`src/rtl/conv1x1_arb.sv`:
```
`default_nettype none
// ============================================================================
// Module      : conv1x1_arb
// Description : Round-robin arbiter and bias-table front-end sharing a single
//               conv1x1 datapath among N_REQ requesters. Issues (x, w, bias)
//               with registered outputs, tracks requester IDs through the
//               datapath latency and returns tagged results.
// Revision    : 1.0 - initial release
// ============================================================================
module conv1x1_arb #(
    parameter int WIDTH  = 16,
    parameter int N_REQ  = 4,
    parameter int ID_W   = $clog2(N_REQ),
    parameter int DP_LAT = 1
) (
    input  logic                     clk,
    input  logic                     rst,
    input  logic [N_REQ-1:0]         req_valid,
    output logic [N_REQ-1:0]         req_ready,
    input  logic [N_REQ*WIDTH-1:0]   req_x,
    input  logic [N_REQ*WIDTH-1:0]   req_w,
    input  logic                     cfg_we,
    input  logic [ID_W-1:0]          cfg_id,
    input  logic [WIDTH-1:0]         cfg_bias,
    output logic                     dp_valid_in,
    output logic [WIDTH-1:0]         dp_x,
    output logic [WIDTH-1:0]         dp_w,
    output logic [WIDTH-1:0]         dp_b,
    input  logic [2*WIDTH-1:0]       dp_y,
    input  logic                     dp_valid_out,
    output logic                     resp_valid,
    output logic [ID_W-1:0]          resp_id,
    output logic [2*WIDTH-1:0]       resp_y,
    output logic                     proto_err
);

    // Round-robin pointer: first index searched on the next arbitration.
    logic [ID_W-1:0]            r_ptr;
    // Per-requester bias table.
    logic [WIDTH-1:0]           r_bias [N_REQ];
    // Tag pipeline; stage DP_LAT lines up with dp_valid_out.
    logic [DP_LAT:0]            r_tag_v;
    logic [DP_LAT:0][ID_W-1:0]  r_tag_id;

    logic                       w_grant_any;
    logic [ID_W-1:0]            w_grant_idx;
    logic [N_REQ-1:0]           w_grant_oh;
    logic [WIDTH-1:0]           w_sel_x;
    logic [WIDTH-1:0]           w_sel_w;
    logic [WIDTH-1:0]           w_sel_b;
    logic [ID_W:0]              w_cand;
    logic                       w_cfg_hit;
    logic [ID_W-1:0]            w_ptr_next;

    // Search upward from the pointer (mod N_REQ) for the first requester.
    always_comb begin
        w_grant_any = 1'b0;
        w_grant_idx = '0;
        w_cand      = '0;
        for (int k = 0; k < N_REQ; k++) begin
            w_cand = {1'b0, r_ptr} + (ID_W+1)'(k);
            if (w_cand >= (ID_W+1)'(N_REQ)) begin
                w_cand = w_cand - (ID_W+1)'(N_REQ);
            end
            if (!w_grant_any && req_valid[w_cand[ID_W-1:0]]) begin
                w_grant_any = 1'b1;
                w_grant_idx = w_cand[ID_W-1:0];
            end
        end
    end

    // Decode the winner to one-hot and mux its operands and bias.
    always_comb begin
        w_grant_oh = '0;
        w_sel_x    = '0;
        w_sel_w    = '0;
        w_sel_b    = '0;
        for (int i = 0; i < N_REQ; i++) begin
            if (w_grant_any && (w_grant_idx == ID_W'(i))) begin
                w_grant_oh[i] = 1'b1;
                w_sel_x       = req_x[i*WIDTH +: WIDTH];
                w_sel_w       = req_w[i*WIDTH +: WIDTH];
                w_sel_b       = r_bias[i];
            end
        end
    end

    // The grant is withheld while reset is held so no requester retires an op.
    assign req_ready  = rst ? '0 : w_grant_oh;
    assign w_cfg_hit  = cfg_we && ({1'b0, cfg_id} < (ID_W+1)'(N_REQ));
    assign w_ptr_next = (w_grant_idx == ID_W'(N_REQ-1)) ? '0 : (w_grant_idx + ID_W'(1));

    // Advance the pointer past the winner; hold it when nobody is granted.
    always_ff @(posedge clk or posedge rst) begin
        if (rst) begin
            r_ptr <= '0;
        end else if (w_grant_any) begin
            r_ptr <= w_ptr_next;
        end
    end

    // Bias table writes; out-of-range IDs are dropped. A same-edge grant
    // reads the old entry because the issue mux samples before this update.
    always_ff @(posedge clk or posedge rst) begin
        if (rst) begin
            for (int i = 0; i < N_REQ; i++) begin
                r_bias[i] <= '0;
            end
        end else if (w_cfg_hit) begin
            r_bias[cfg_id] <= cfg_bias;
        end
    end

    // Registered issue to the datapath; operands hold when idle.
    always_ff @(posedge clk or posedge rst) begin
        if (rst) begin
            dp_valid_in <= 1'b0;
            dp_x        <= '0;
            dp_w        <= '0;
            dp_b        <= '0;
        end else begin
            dp_valid_in <= w_grant_any;
            if (w_grant_any) begin
                dp_x <= w_sel_x;
                dp_w <= w_sel_w;
                dp_b <= w_sel_b;
            end
        end
    end

    // Shift the requester tag alongside the operation through the datapath.
    always_ff @(posedge clk or posedge rst) begin
        if (rst) begin
            r_tag_v  <= '0;
            r_tag_id <= '0;
        end else begin
            r_tag_v[0]  <= w_grant_any;
            r_tag_id[0] <= w_grant_idx;
            for (int k = 1; k <= DP_LAT; k++) begin
                r_tag_v[k]  <= r_tag_v[k-1];
                r_tag_id[k] <= r_tag_id[k-1];
            end
        end
    end

    // Capture datapath results with the aligned tag; untagged results map to ID 0.
    always_ff @(posedge clk or posedge rst) begin
        if (rst) begin
            resp_valid <= 1'b0;
            resp_id    <= '0;
            resp_y     <= '0;
        end else begin
            resp_valid <= dp_valid_out;
            if (dp_valid_out) begin
                resp_y  <= dp_y;
                resp_id <= r_tag_v[DP_LAT] ? r_tag_id[DP_LAT] : '0;
            end
        end
    end

    // Sticky error when a result and its tag disagree in either direction.
    always_ff @(posedge clk or posedge rst) begin
        if (rst) begin
            proto_err <= 1'b0;
        end else if (dp_valid_out != r_tag_v[DP_LAT]) begin
            proto_err <= 1'b1;
        end
    end

endmodule
`default_nettype wire

```
`config.mk`:
```
export PLATFORM = sky130hd
export DESIGN_NAME = conv1x1_arb
export DESIGN_NICKNAME = d
export VERILOG_FILES = /design/src/rtl/conv1x1_arb.sv
export SDC_FILE = /design/constraint.sdc
export NUM_CORES = 1
export LEC_CHECK = 0
export ABC_AREA = 1
export CORE_MARGIN = 2
export CORE_UTILIZATION = 47
export DETAILED_ROUTE_END_ITERATION = 12
export PLACE_DENSITY = 0.92
export SYNTH_ARGS = -nofsm -noshare
export SYNTH_HDL_FRONTEND = slang
export SYNTH_SLANG_ARGS = --single-unit
```
`constraint.sdc`:
```
create_clock -name clk -period 7.5 [get_ports clk]
set_input_delay 1.5 -clock clk [delete_from_list [all_inputs] [get_ports clk]]
set_output_delay 1.5 -clock clk [all_outputs]
set_load 0.03 [all_outputs]
```
==> results.md <==
- Status: complete, no violations
- H-tree level count: 4
- Xor/xnor share of the synthesized area: 0.103%
- Hold_buf cts: 0
- Final hold slack: 350 ps
- Top_reg_cell synth: dfrtp_1
- Non-filler instance count after layout: 1692
- Fin. Hold Viols: 0
- # rows: 49
- Post-synthesis cell type count: 25
- Placer Congestion: 0.862
- Ys Warns: 0
- Post-detailed-route count of antenna-violating nets: 0
- DRT Pass-1 Iters: 5
- Pwr Total: 6110 uW
- Post-synth top area share: 45.8%
- Gate Count Post-Synth: 1225
- Worst slew margin: 14.2%
- Share of layout cells above drive strength 1: 4.99%
- Area delta synth->final: 38.3%
- Fill count: 1453
- Setup crit end kind: primary output
- Ports: 275
- Post-synthesis sequential area ratio: 45.8%
- Clk Tree Root Cell: clkbuf_16
- Diodes inserted: 0
- Synth Area in Adders: 0.587%
- Post-DR wirelength/cell: 15.6 um
- Power share of the combinational group: 65.3%
- Largest family of logic cells by synthesized area: simple AND/OR/NAND/NOR gates
- Nets: 1640
- Final worst path period share: 78.5%
- RSZ-0062 raised after global routing: no
- Part of the power in registers: 20.3%
- Synth area leader: dfrtp_1
- Worst min path class: reg -> reg
- FFs w/ async S/R, synth: 100%
- Overflow after GRT: 0
- Final WL: 26.4 mm
- Worst Tran Pin Value: 1280 ps
- Critical path type: in -> out
- Vias in the first global route: 8333
- Placed cell count: 1660
- WP data arrival: 4390 ps
- Initial DRC Count: 822
- Pwr Density: 518 nW/um2
- Synth Area in Compound Gates: 6.84%
- Fin crit period: 5890 ps
- Cell area after synthesis: 8530 um2
- Starting density of the core: 47.6%
- Max-cap violation count: 0
- CTS tree: done
- Critical Path Start Type: primary input
- Fmax achieved: 170 MHz
- Port bufs: 274
- Core area: 17900 um2
- Internal power: 2930 uW
- TritonCTS Sinks: 156
- Most instantiated cells after synthesis: 513 x nand2_1, 156 x dfrtp_1, 133 x nand3_1
- Final HPWL from detailed placement: 17.3 mm
- Data required time of the worst path: 6000 ps
- Synth Area in Simple Gates: 34.4%
- Longest Clk Path Bufs: 2
- Net Sw Frac: 52.1%
- Setup TNS: 0 ps
- Clock share of power: 14.4%
- Max-slew violations: 0
- Via-per-instance ratio: 5.22
- Die width: 139 um
- Setup Viol. Count Final: 0
- Psw: 3190 uW
- CP max FO: 5
- Synth Net Count: 1415
- Count leader, synth: nand2_1
- PostCTS Resize Cnt: 0
- Static Leak: 0.00605 uW
- Post-CTS setup buffers: 0
- Maximum number of pins on one net before global-route repair: 92
- DRC: 0
- CTS buffer count: 17
- Clk_lat worst skew: 420 ps
- Antenna violations before repair: 0
- GRT Util Overall: 27.0%
- Full die area: 19200 um2
- #FFs+latches synth: 156
- Maximum vdd drop: 0.446 mV
- Largest cells by area after synthesis: dfrtp_1 46%, nand2_1 23%, nand3_1 7.8%, o21ai_0 5.9%, inv_1 5.6%
- Die height: 139 um
- Clk_skew: 6.60 ps
- Post-synth EDFFs: 0
- Synthesized area per cell: 6.96 um2
- Global-route wire length before repair: 41.7 mm
- Worst-path clk slew: 60 ps
- Proportion of synthesized area in mux cells: 0%
- Routed via count: 8832
[layout by cell type (no fill, tap or decap), drive strengths merged]
| master | synthesis | layout |
|---|---|---|
| clkbuf | 34 | 18 |
| ha | 4 | 4 |
| o2111ai | 1 | 1 |
| clkinvlp | 0 | 4 |
| buf | 43 | 9 |
| nor2 | 39 | 39 |
| nand3b | 6 | 6 |
| clkdlybuf4s50 | 0 | 274 |
| bufinv | 0 | 2 |
| nand4 | 13 | 13 |
| xor2 | 1 | 1 |
| clkinv | 16 | 19 |
| nand2 | 518 | 518 |
| or2 | 2 | 2 |
| nand3 | 134 | 134 |
| o21ai | 101 | 101 |
| inv | 144 | 149 |
| a21oi | 13 | 13 |
| dfrtp | 156 | 156 |
[area by class of cell]
type                    count  area [um2]  share of cell area, %
inverters                 160         608                   5.16
well taps                 229         287                   2.43
multi-input cells         832        3580                   30.4
clock inverters            14         161                   1.37
flip-flops and latches    156        3900                   33.1
clock buffers              18         439                   3.72
repair buffers            283        2810                   23.8
[through the flow]
| step | utilization [%] | worst slack, ps | cell area [um2] |
|---|---|---|---|
| 2_1_floorplan | - | 1790 | 8530 |
| 3_3_place_gp | 62.5 | 1730 | 11200 |
| 3_5_place_dp | 62.5 | 1660 | 11200 |
| 4_1_cts | 65.9 | 1640 | 11800 |
| 5_1_grt | 65.9 | 1480 | 11800 |
| 6_report | 65.9 | 1610 | 11800 |
[state kept, by name (all words and copies together) (netlist names)]
name / flops
r_bias: 64
dp_w: 16
resp_valid: 1
r_tag_v: 2
r_ptr: 2
r_tag_id: 4
dp_b: 16
resp_id: 2
proto_err: 1
dp_x: 16
resp_y: 32
[worst max-delay path, stage by stage]
cell	delay, ps
clkdlybuf4s50_1	480
inv_1	40
nand2_1	100
nand3_1	110
nand2_1	140
nor2_4	70
a21oi_1	150
or2_2	140
nand3_1	160
inv_1	160
ha_1	200
nand2_1	190
nor2_1	230
clkdlybuf4s50_1	710
[cell families (layout without fill, tap and decap cells)]
| kind of cell | count (synthesis) | in the layout |
|---|---|---|
| and+or+nand+nor | 712 | 712 |
| DFF | 156 | 156 |
| xor gates and xnor gates | 1 | 1 |
| buffers and inverters | 237 | 475 |
| adders and majority gates | 4 | 4 |
| AOI/OAI and AO/OA | 115 | 115 |
[final timing paths]
check | from | endpoint | slack (ps) | cells past startpoint
setup / recovery | req_valid[3] | req_ready[3] | 1610 | 14
min in group asynchronous | rst | r_bias[37] | 1790 | 2
hold / removal | r_tag_id[0] | r_tag_id[2] | 350 | 0
setup reg to reg | r_ptr[0] | dp_b[6] | 3540 | 16
hold reg to reg | r_tag_id[0] | r_tag_id[2] | 350 | 0
max in group asynchronous | rst | dp_x[7] | 4350 | 3
[power by group through the flow]
stage          clock (uW)  sequential, uW  combinational [uW]
2_1_floorplan           0            1510                2650
3_3_place_gp            0            1240                3810
3_5_place_dp            0            1250                3960
4_1_cts               889            1240                3990
5_1_grt               922            1260                4480
6_report              883            1240                3990
[routing by layer]
layer / part of all wire (%) / vias to the layer above / global-route usage [%]
met5: 0 / - / 0
met4: 3.9 / 0 / 11.1
met3: 8.9 / 84 / 5.90
met2: 48 / 463 / 44.7
met1: 39 / 4074 / 34.6
li1: - / 4211 / -
(Power assumes the default switching activity.)
==> patch, RTL diff (config.mk and constraints unchanged) <==
Put one more register stage on the output `proto_err`. The value now appears one clock later. The other outputs are not delayed to match.
--- a/src/rtl/conv1x1_arb.sv
+++ b/src/rtl/conv1x1_arb.sv
@@ -33,6 +33,8 @@
     output logic [2*WIDTH-1:0]       resp_y,
     output logic                     proto_err
 );
+
+    logic proto_err_s0;
 
     // Round-robin pointer: first index searched on the next arbitration.
     logic [ID_W-1:0]            r_ptr;
@@ -161,10 +163,14 @@
     // Sticky error when a result and its tag disagree in either direction.
     always_ff @(posedge clk or posedge rst) begin
         if (rst) begin
-            proto_err <= 1'b0;
+            proto_err_s0 <= 1'b0;
         end else if (dp_valid_out != r_tag_v[DP_LAT]) begin
-            proto_err <= 1'b1;
+            proto_err_s0 <= 1'b1;
         end
+    end
+
+    always_ff @(posedge clk) begin
+        proto_err <= proto_err_s0;
     end
 
 endmodule
Behaviour: not the same (Yosys sat finds a counterexample within 4 cycles, from zero or initial values and one cycle with rst high).
==> patch against the original RTL <==
  * Critical endpoint unchanged
  * Synthesized area rose by 0.23%
  * Cell area rose by 0.42%
  * Global-route usage rose by 0.26 points
  * Setup slack got worse by 0.18 ns
  * Largest power group unchanged
  * Sequential share of layout area barely moved
  * Wire length barely moved
  * Combinational power barely moved
  * Sequential cell count rose by 1
  * Power rose by 0.45%
==> patch: results <==
[power_and_ir_drop]
p_leak_nw = 6.07
peakVddDrop_uv = 472

[clock_network]
postCtsSetupBuffers = 0
clkSlewWorstSetupHoldPaths_ns = 0.06

[logic_synthesis]
ys_warn_count = 0
syn_nets = 1416
async_reset_ff_share_pct = 99.4
ys_seq_area_share_pct = 45.9
synth_area_leaders = "dfrtp_1 46%, nand2_1 23%, nand3_1 7.8%"
synthAdderAreaFrac_pct = 0.586
synth_compound_area_share_pct = 6.82
synthDistinctLibCells = 26
synthTopCellsByCount = "513 x nand2_1, 156 x dfrtp_1, 133 x nand3_1"
synth_xor_area_share_pct = 0.102

[finish]
drive_gt1_share_pct = 5.05
final_nets = 1642
top_regs = "r_bias: 64 flops, resp_y: 32 flops"

[global_route]
antenna_found_initial = 1
grt_max_degree = 89
grt_pass1_wl_um = 42500
grt_util_all_layers_pct = 27.2

[drt]
firstDrtPassIters = 8
wl_per_cell_um = 15.6
vias = 8740
drtIter0Drc = 563

[outcome]
status = "completed"

[critical_path]
cpPeakStageDelay_ns = 0.69
crit_slowest_cell = "clkdlybuf4s50_1"
crit_fanout = 42
crit_arrival_ns = 4.56

[sta]
tns_ns = 0
relSlewSlack_pct = 14.5
fin_worst_skew_ns = 0.00583

[place]
gp_congestion = 0.906
dp_hpwl_um = 17900
place_ws_ns = 1.44
[patch: changes by cell type after synthesis, sizes merged]
cell	delta
dfxtp	+1
[patch: cell type report]
type                       count  area, um^2
clock buffer                  18         439
clock inverter                14         184
fill                        1462        6060
inverter                     160         608
multi-input combinational    832        3580
sequential                   157        3920
tap                          229         287
timing repair buffer         284        2820
[patch: final timing paths]
path / startpoint / endpoint / slack [ns] / cells past startpoint
max: req_valid[0] / req_ready[3] / 1.44 / 11
min: r_tag_id[0] / r_tag_id[2] / 0.35 / 0
max reg2reg: r_ptr[0] / dp_w[0] / 3.65 / 16
min reg2reg: r_tag_id[0] / r_tag_id[2] / 0.35 / 0
max in group asynchronous: rst / dp_b[13] / 4.40 / 3
min in group asynchronous: rst / dp_w[0] / 1.71 / 2
[patch: worst max-delay path, delay by kind of cell]
| family | cells | cell delay [ns] |
|---|---|---|
| buffers and inverters | 4 | 1.44 |
| and+or+nand+nor | 4 | 1.00 |
| AOI/OAI and AO/OA | 2 | 0.40 |
| adders and majority gates | 1 | 0.21 |
[patch: power breakdown]
| group | internal (mW) | switching, mW | total [mW] |
|---|---|---|---|
| Sequential | 1.12 | 0.128 | 1.24 |
| Combinational | 1.31 | 2.68 | 3.99 |
| Clock | 0.541 | 0.365 | 0.906 |
| Total | 2.97 | 3.17 | 6.14 |
[patch: routing by layer]
metal  vias to the layer above  share of wire (%)  track usage [%]  wire length [um]
met2                       380                 49             46.7             12900
met1                      4059                 39             33.0             10400
met5                         -              0.049                0                13
met4                         2                4.5             13.0              1190
met3                        89                7.1             5.42              1880
li1                       4210                  -                -                 -
[patch: cells by family (layout without fill, tap and decap cells)]
logic type,Yosys count,after routing
and+or+nand+nor,712,712
buffers and inverters,237,476
DFF,157,157
AOI/OAI and AO/OA,115,115
adders and majority gates,4,4
xor gates and xnor gates,1,1
[patch: metrics by stage]
stage | power, mW | cell area [um^2] | instances
after floorplan | 4.17 | 8550 | 1226
after global placement | 5.08 | 11200 | 1662
after detailed placement | 5.22 | 11200 | 1662
after CTS | 6.14 | 11800 | 1694
after global routing | 6.71 | 11800 | 1694
final | 6.14 | 11800 | 1694
